`src/rtl/param_counter.sv`:
```
// Parametrised up/down counter with configurable modulus, prescaler, wrap or saturate
// limit handling, synchronous load/clear and wrap/overflow flags.
module param_counter #(
  parameter int              WIDTH    = 8,
  parameter longint unsigned MOD      = 256,
  parameter int              SATURATE = 0,
  parameter int              PRESCALE = 1
) (
  input  logic             clk,
  input  logic             rst,
  input  logic             en,
  input  logic             up_dn,
  input  logic             clear,
  input  logic             load,
  input  logic [WIDTH-1:0] load_val,
  input  logic             ovf_clr,
  output logic [WIDTH-1:0] count,
  output logic             wrap,
  output logic             at_limit,
  output logic             ovf
);

  localparam logic [WIDTH-1:0] LIMIT = WIDTH'(MOD - 64'd1);

  logic step;
  logic ovf_set;

  generate
    if (PRESCALE > 1) begin : g_pre
      localparam int            PW    = $clog2(PRESCALE);
      localparam logic [PW-1:0] PTERM = PW'(PRESCALE - 1);

      logic [PW-1:0] presc;

      // The interval restarts on clear and load so the next step is a full PRESCALE away.
      always_ff @(posedge clk) begin
        if (!rst || clear || load) begin
          presc <= '0;
        end else if (en) begin
          if (presc == PTERM) begin
            presc <= '0;
          end else begin
            presc <= presc + PW'(1);
          end
        end
      end

      assign step = en && (presc == PTERM);
    end else begin : g_nopre
      assign step = en;
    end
  endgenerate

  assign at_limit = up_dn ? (count == LIMIT) : (count == '0);

  // A step taken at a limit is what raises ovf, in both wrap and saturate modes.
  assign ovf_set = step && at_limit && !clear && !load;

  always_ff @(posedge clk) begin
    if (!rst) begin
      count <= '0;
      wrap  <= 1'b0;
      ovf   <= 1'b0;
    end else begin
      wrap <= 1'b0;
      if (clear) begin
        count <= '0;
      end else if (load) begin
        count <= (load_val > LIMIT) ? LIMIT : load_val;
      end else if (step) begin
        if (up_dn) begin
          if (count != LIMIT) begin
            count <= count + WIDTH'(1);
          end else if (SATURATE == 0) begin
            count <= '0;
            wrap  <= 1'b1;
          end
        end else begin
          if (count != '0) begin
            count <= count - WIDTH'(1);
          end else if (SATURATE == 0) begin
            count <= LIMIT;
            wrap  <= 1'b1;
          end
        end
      end
      ovf <= ovf_set || (ovf && !ovf_clr);
    end
  end

endmodule

```
`config.mk`:
```
export PLATFORM = sky130hd
export DESIGN_NAME = param_counter
export DESIGN_NICKNAME = d
export VERILOG_FILES = /design/src/rtl/param_counter.sv
export SDC_FILE = /design/constraint.sdc
export NUM_CORES = 1
export LEC_CHECK = 0
export CAP_MARGIN = 20
export CORE_ASPECT_RATIO = 1.25
export CORE_MARGIN = 2
export CORE_UTILIZATION = 50
export CTS_CLUSTER_DIAMETER = 60
export DETAILED_ROUTE_END_ITERATION = 12
export PLACE_DENSITY_LB_ADDON = 0.08
export SKIP_CTS_REPAIR_TIMING = 1
export SYNTH_ARGS = -nofsm -noshare
export SYNTH_HDL_FRONTEND = slang
export SYNTH_SLANG_ARGS = --single-unit
export TNS_END_PERCENT = 10
```
`constraint.sdc`:
```
create_clock -name clk -period 2.4 [get_ports clk]
set_input_delay 0.48 -clock clk [delete_from_list [all_inputs] [get_ports clk]]
set_output_delay 0.48 -clock clk [all_outputs]
set_load 0.01 [all_outputs]
```
# --- Word-level counts from Yosys, hierarchy flattened ---
# Index checks and enable logic that the tools add are counted.
# W data, S select, Z words.
totals:
  register_bits: 10
classes:
  addsub: 2
  n_lt_le_gt_ge: 1
  n_eq_ne: 2
  muxes: 10
  bitwise: 2
  reduce_logical: 13
op_table:
  columns: ["cell", "count"]
  rows:
  - ["$mux W8", 6]
  - ["$add A8 B1 Y8 const B", 1]
  - ["$eq A8 B8 Y1 const B", 1]
  - ["$gt A8 B8 Y1 const B", 1]
  - ["$logic_not A8 Y1", 1]
  - ["$ne A8 B8 Y1 const B", 1]
  - ["$reduce_bool A8 Y1", 1]
  - ["$sub A8 B1 Y8 const B", 1]
  - ["$logic_and A1 B1 Y1", 4]
  - ["$mux W1", 4]
  - ["$reduce_or A4 Y1", 1]
  - ["$logic_not A1 Y1", 3]
  - ["$not A1 Y1", 2]
  - ["$reduce_bool A2 Y1", 1]
  - ["$reduce_or A2 Y1", 1]
  - ["$logic_or A1 B1 Y1", 1]

# --- Depth between registers and ports, before layout ---
# Gate-level depths: netlist (run 1).
depth:
  word_depth: 6
  ltp_mapped: 6
  mapped_depth_nobuf: 6

# --- Least setup slack after synthesis (run 1) ---
# Ideal clock, no wire load.
synth_path:
  path_type: "register -> output"
  startpoint: "reg count[0]"
  endpoint: "out at_limit"
  t_arrival_ns: 1.320
  required_ns: 1.920
  setup_slack_ns: 0.600
  path_stages_with_launch: 5
  cell_sequence: "dfxtp_1 ha_1 nand3_1 or3_1 nand2_1"
synth_between:
  elab_chain_len: 2
  word_cells_on_any_way: 3
  classes_between: "eq/ne: 1; mux: 1; reduce/logical: 1"
synth_lines:
  columns: ["item", "line_no", "rtl"]
  rows:
  - ["from (decl)", "17", "output logic [WIDTH-1:0] count,"]
  - ["from (signal assigned)", "69", "count <= (load_val > LIMIT) ? LIMIT : load_val;"]
  - ["from (signal assigned)", "73", "count <= count + WIDTH'(1);"]
  - ["from (signal assigned)", "80", "count <= count - WIDTH'(1);"]
  - ["$eq A8 B8 Y1 / $logic_not A8 Y1 (equally long branches)", "54", "assign at_limit = up_dn ? (count == LIMIT) : (count == '0);"]
  - ["$mux W1 *", "54", null]
  - ["to (decl)", "19", "output logic at_limit,"]
# Every way passes the cells marked *; elsewhere a longest branch is shown, timed or not.

# --- Worst setup path in the final report (run 1) ---
layout_path:
  startpoint: "in up_dn"
  endpoint: "out at_limit"
layout_between:
  elab_chain_len: 1
layout_lines:
  columns: ["item", "line_no", "rtl"]
  rows:
  - ["from (decl)", "12", "input logic up_dn,"]
  - ["$mux W1", "54", null]
# Every way passes these cells.

==> results by group, run 1 <==
Setup path
  – Worst reg2reg startpoint: count[2]$_SDFFE_PP0P_
  – Crit path kind: input pin to primary output
  – Worst Reg-to-Reg Cells: 5
  – CP endpoint kind: primary output
  – Crit start category: input pin
  – Req. time, crit path: between 1.5 and 2 ns
  – Crit path launch: up_dn
  – R2R Setup Slk: 0.65 ns
  – Max FO, Critical Path: 2
  – Crit path DAT: 1.60 ns
  – Reg2reg end: count[6]$_SDFFE_PP0P_

Synth
  – Post-synth cell types: 45
  – FF+latch count, synth: 10
  – Sequential fraction of the synthesis area: 22.5%
  – Gate Count Post-Synth: 111
  – Yosys warns: 0
  – Cell Area, Synth: roughly 890 um2
  – Syn Nets: 129
  – Syn Area/Cell: 8.01 um2

Clocking
  – Clk root buf: clkbuf_4
  – TritonCTS buffer count: 3
  – CTS tree: yes
  – Worst-path clk slew: 0.07 ns
  – CTS HTree Levels: 1
  – Worst-skew pair later-pin latency: approximately 0.28 ns
  – Max Root-Sink Buffers: 2
  – Total clock sinks: 10

Finish
  – Most frequent cells in the layout: clkdlybuf4s50_1, buf_4, inv_1
  – Post-layout net count: 167
  – Most common cell after layout, fill and taps aside: clkdlybuf4s50_1
  – N_diodes: 0
  – P&R area growth vs syn: 44.0%
  – Share of cells above drive strength 1: 22.3%

Min path
  – HP Start: ovf$_SDFF_PN0_
  – Hold Crit Endpoint: ovf$_SDFF_PN0_
  – Worst min path class: register to register
  – Hold depth: 1

Die
  – Die footprint: between 2000 and 2500 um2
  – Starting Density: between 50 and 60%
  – Ports: 26
  – Die height: 51.2 um
  – Core area: roughly 1700 um2
  – Num rows: 17
  – Die X-Extent: 41.7 um

Detailed routing
  – Routed wire per std cell: 15.4 um
  – Drt drc: 0
  – Vias per cell: 6.12
  – DR vias: 1022
  – Post-route ant nets: 0
  – DR pass1 iterations: 4
  – Initial DRC count: 43
  – Final WL: 2570 um

STA
  – Max-slew violations: 0
  – Crit share post-route: 86.6%
  – Relative slew margins: 70.6%
  – Final Hold Slack: 0.494 ns
  – Setup Skew: approximately 0.0023 ns
  – Max frequency: 481 MHz
  – Clock period minus worst slack: between 2 and 2.5 ns
  – Finish-stage setup viols: 0
  – Setup ws final: 0.322 ns
  – RSZ-0062 raised after global routing: false
  – Measured slew at the worst slew-check pin: around 0.44 ns
  – Final Hold Viols: 0

Global routing
  – Initial antenna violation count: 0
  – Gr ovfl total: 0
  – Global-route wire length before repair: 4310 um
  – Number of global-route vias before repair: 1026
  – GRT Util Overall: 26.3%
  – Largest net degree at the start of global routing: 14

Power
  – Pwr Density: a little over 400 nW/um2
  – Peak VDD IR: 0.270 mV
  – Pleak: between 0.0005 and 0.0006 uW

Placement
  – Dpl hpwl: 1900 um
  – Final Wtd Congestion: around 0.9
  – I/O Buffers: 25
  – Pre-CTS setup slack: -0.0557 ns

Status
  – Status: finished, final reports clean

Job
  – Max cap viols: 0
==> worst max-delay path by stage <==
stage	depth (start not counted)	slack (ns)	endpoint
after global routing	6	0.26	at_limit
final	5	0.32	at_limit
after CTS	5	-0.16	at_limit
after detailed placement	5	-0.06	at_limit
after global placement	5	-0.06	at_limit
after floorplan	4	0.60	at_limit
==> flip-flops by register name, summed over array words and instances (netlist names) <==
name   cells
count      8
ovf        1
wrap       1
==> metrics by stage <==
step / cell area (um2) / utilization, % / power [uW] / instances / TNS [ns]
2_1_floorplan: 890 / - / 287 / 111 / 0
3_3_place_gp: 1210 / 70.3 / 355 / 160 / -0.0628
3_5_place_dp: 1210 / 70.3 / 358 / 160 / -0.0557
4_1_cts: 1250 / 72.4 / 521 / 164 / -0.159
5_1_grt: 1280 / 74.4 / 550 / 167 / 0
6_report: 1280 / 74.4 / 525 / 167 / 0
==> layout make-up <==
type	count	area [um2]
multi-input cells	82	604
flip-flops and latches	10	203
clock buffers	4	36.3
repair buffers	41	373
well taps	19	23.8
inverters	11	41.3
fillers	147	442
==> worst max-delay path: stages <==
cell	delay, ns
clkdlybuf4s50_1	0.48
nand3_1	0.07
or3_1	0.34
nand2_1	0.07
dlymetal6s2s_1	0.15
==> synthesized netlist by cell type (all sizes together) <==
cell type	count	area [um2]
a31oi	1	6.26
mux2i	1	10.0
o2111ai	1	8.76
o32ai	1	16.3
a41o	1	10.0
o211ai	1	7.51
nand2	5	18.8
o311ai	1	8.76
nor2	8	30.0
nand4	4	25.0
nand2b	2	12.5
a31o	3	26.3
xnor2	2	17.5
nor3b	4	40.0
a32oi	1	8.76
a21boi	1	11.3
o41ai	1	16.3
a211oi	1	7.51
o31ai	1	7.51
or4	1	11.3
clkbuf	4	15.0
a221o	3	30.0
nor3	3	15.0
or3	2	12.5
dfxtp	10	200
ha	3	37.5
buf	4	35.0
xor2	3	26.3
inv	11	41.3
o2bb2ai	1	8.76
and3	2	12.5
o21a	1	7.51
o21ai	3	15.0
nor4	1	12.5
a21oi	9	45.0
a221oi	2	23.8
nand3	6	35.0
o311a	1	10.0
o22ai	1	6.26
==> routing by layer <==
layer  global-route usage, %  vias to the layer above  part of all wire [%]
met2                    47.4                       47                    52
met5                       0                        -                     0
met1                    28.5                      473                    40
li1                        -                      495                     -
met4                    12.4                        0                   1.6
met3                    6.36                        7                   6.5
==> cell families (layout without fill, tap and decap cells) <==
group	after synthesis	in the layout	share of synthesized area, %
AND/OR/NAND/NOR	38	38	25.3
AO/OA/AOI/OAI	35	35	31.6
buffers and inverters	19	56	10.3
flip-flops	10	10	22.5
XOR/XNOR	5	5	4.92
adder cells (fa/ha/maj)	3	3	4.22
multiplexers	1	1	1.13
==> where the power goes <==
group | switching, uW | internal, uW
registers | 9.40 | 173
clock network | 70.1 | 92.4
logic | 84.6 | 95.1
total | 164 | 361
Power figures use the tool's default switching activity.
==> run 2, diff against run 1 <==
--- a/config.mk
+++ b/config.mk
@@ -5,11 +5,11 @@
 export SDC_FILE = /design/constraint.sdc
 export NUM_CORES = 1
 export LEC_CHECK = 0
-export CAP_MARGIN = 20
 export CORE_ASPECT_RATIO = 1.25
 export CORE_MARGIN = 2
 export CORE_UTILIZATION = 50
 export CTS_CLUSTER_DIAMETER = 60
+export CTS_CLUSTER_SIZE = 28
 export DETAILED_ROUTE_END_ITERATION = 12
 export PLACE_DENSITY_LB_ADDON = 0.08
 export SKIP_CTS_REPAIR_TIMING = 1
==> results of run 2 <==
The final DEF is identical to that of run 1; final timing and power are the same.
==> run 3, diff against run 2 <==
--- a/config.mk
+++ b/config.mk
@@ -6,8 +6,8 @@
 export NUM_CORES = 1
 export LEC_CHECK = 0
 export CORE_ASPECT_RATIO = 1.25
-export CORE_MARGIN = 2
-export CORE_UTILIZATION = 50
+export CORE_UTILIZATION = 52
+export CTS_BUF_LIST = sky130_fd_sc_hd__clkbuf_8
 export CTS_CLUSTER_DIAMETER = 60
 export CTS_CLUSTER_SIZE = 28
 export DETAILED_ROUTE_END_ITERATION = 12
==> run 3 against run 2 <==
Compared with the run above:
- sequential share of layout area shrank 0.49 points
- maximum frequency fell by 1.2%
- power grew 13%
- critical path type unchanged
- largest cell class unchanged
==> results by group, run 3 (synthesized netlist as in run 1, its figures left out) <==
Finish
  – Final cell count without fillers: 169
  – Most common cell after layout, fill and taps aside: clkdlybuf4s50_1
  – P&R area growth vs syn: 47.7%
  – Share of cells above drive strength 1: 23.2%
  – Most frequent cells in the layout: clkdlybuf4s50_1, buf_4, inv_1
  – Largest regs: count x8, ovf x1, wrap x1
  – Post-layout util: 83.1%
  – N_diodes: 0
  – Largest register by flop count: count
  – Post-layout net count: 170
  – Max FFs per register: 8
  – Post-route cell area: 1310 um2

Min path
  – Worst min path class: register to register

Clocking
  – Max Root-Sink Buffers: 2
  – TritonCTS buffer count: 3
  – Total clock sinks: 10
  – Clk root buf: clkbuf_8
  – Worst-path clk slew: 0.05 ns
  – CTS HTree Levels: 1
  – CTS tree: yes
  – Worst-skew pair later-pin latency: around 0.25 ns

Global routing
  – Initial antenna violation count: 0
  – Gr ovfl total: 0
  – Global-route wire length before repair: 3970 um
  – Met2 Use GR: ~56%
  – Largest net degree at the start of global routing: 14
  – GRT Util Overall: 31.4%
  – Met3 Track Usage GR: between 3 and 4%
  – Grt peak-use layer: met2
  – Number of global-route vias before repair: around 920
  – Met1 global-route usage: between 30% and 40%

Setup path
  – Largest stage delay, worst path: around 0.48 ns
  – CP Cell Sequence: clkdlybuf4s50_1 > nand3_1 > or3_1 > nand2_1 > dlymetal6s2s_1
  – Crit path DAT: 1.62 ns
  – CP bufs+invs: 2
  – Delay-heaviest family, CP: buffers and inverters
  – Crit path kind: input pin to primary output
  – Req. time, crit path: between 1.5 and 2 ns
  – CP endpoint kind: primary output
  – Max FO, Critical Path: 2
  – Crit-path slowest cell: clkdlybuf4s50_1
  – Crit start category: input pin

Die
  – Core area: 1580 um2
  – Ports: 26
  – Starting Density: 56.2%
  – Die height: 48.2 um
  – Die X-Extent: 39.0 um
  – Die footprint: 1880 um2
  – Num rows: 16

Power
  – Flop pwr share: 30.9%
  – Int Pwr: 416 uW
  – Pleak: 0.000543 uW
  – Peak VDD IR: 0.375 mV
  – Pwr Density: 450 nW/um2
  – Clk network pwr share: ~38%
  – Logic gate share of total power: between 30% and 40%
  – Sw Share: 29.6%
  – Sw Pwr: 175 uW

STA
  – Max frequency: 475 MHz
  – Measured slew at the worst slew-check pin: 0.392 ns
  – Crit share post-route: 87.7%
  – Setup TNS: 0 ns
  – Max-slew violations: 0
  – Relative slew margins: around three quarters
  – Clock period minus worst slack: 2.10 ns
  – Final Hold Viols: 0
  – RSZ-0062 raised after global routing: false
  – Setup Skew: between 0.002 and 0.003 ns
  – Finish-stage setup viols: 0

Placement
  – Final Wtd Congestion: 0.929
  – Area post-placement: 1250 um2
  – Dpl hpwl: 1920 um
  – Placed instance count: around 170
  – I/O Buffers: 25

Detailed routing
  – Final WL: between 2000 and 3000 um
  – Post-route ant nets: 0
  – DR pass1 iterations: 4
  – Vias per cell: between 6 and 7
  – Routed wire per std cell: 15.8 um
  – DR vias: approximately 1100
  – Drt drc: 0
  – Initial DRC count: 39

Status
  – Status: finished, final reports clean

Job
  – Max cap viols: 0
run 3: cell count changes in the layout (fill, tap and decap cells not counted):
cell	before	now
buf_4	16	19
clkbuf_4	3	0
clkbuf_8	1	4
dfxtp_1	8	9
dfxtp_2	2	1
nor3b_2	1	2
nor3b_4	1	0
run 3: power by group through the flow:
stage / sequential, uW / combinational, uW / clock [uW]
detailed placement: 186 / 181 / 0
CTS: 182 / 184 / 226
floorplan: 190 / 97.3 / 0
global placement: 186 / 179 / 0
global route: 184 / 198 / 233
finish: 183 / 185 / 224
run 3: metrics by stage:
| step | hold WS (ns) | worst slack, ns | total power, uW |
|---|---|---|---|
| after floorplan | 0.519 | 0.600 | 287 |
| after global placement | 0.459 | -0.0758 | 365 |
| after detailed placement | 0.471 | -0.0768 | 367 |
| after CTS | 0.487 | -0.0772 | 592 |
| after global routing | 0.507 | 0.231 | 615 |
| final | 0.488 | 0.296 | 592 |
run 3: final cells by class:
cell class | count | area [um2]
repair buffers | 44 | 395
inverters | 11 | 41.3
fillers | 108 | 268
multi-input cells | 82 | 598
flip-flops and latches | 10 | 201
well taps | 18 | 22.5
clock buffers | 4 | 55.1
run 3: final timing paths:
check                              from               endpoint  slack, ns  depth (start not counted)
setup reg to reg  count[0]$_SDFFE_PP0P_  count[6]$_SDFFE_PP0P_       0.57                          7
setup / recovery                  up_dn               at_limit       0.30                          5
hold / removal           ovf$_SDFF_PN0_         ovf$_SDFF_PN0_       0.49                          1
hold reg to reg          ovf$_SDFF_PN0_         ovf$_SDFF_PN0_       0.49                          1
run 3: worst register-to-register path, cell delays in order, from the launching register on:
cell and delay, ns:
dfxtp_1 0.43, inv_1 0.10, ha_1 0.22, nor3b_2 0.17, buf_4 0.16, and3_1 0.18, o21a_1 0.18, o311a_1 0.28
run 3: per-layer routing:
layer	up-vias	share of wire, %
met3	9	5.8
met2	62	51
met4	0	2.9
met5	-	0
li1	499	-
met1	482	41
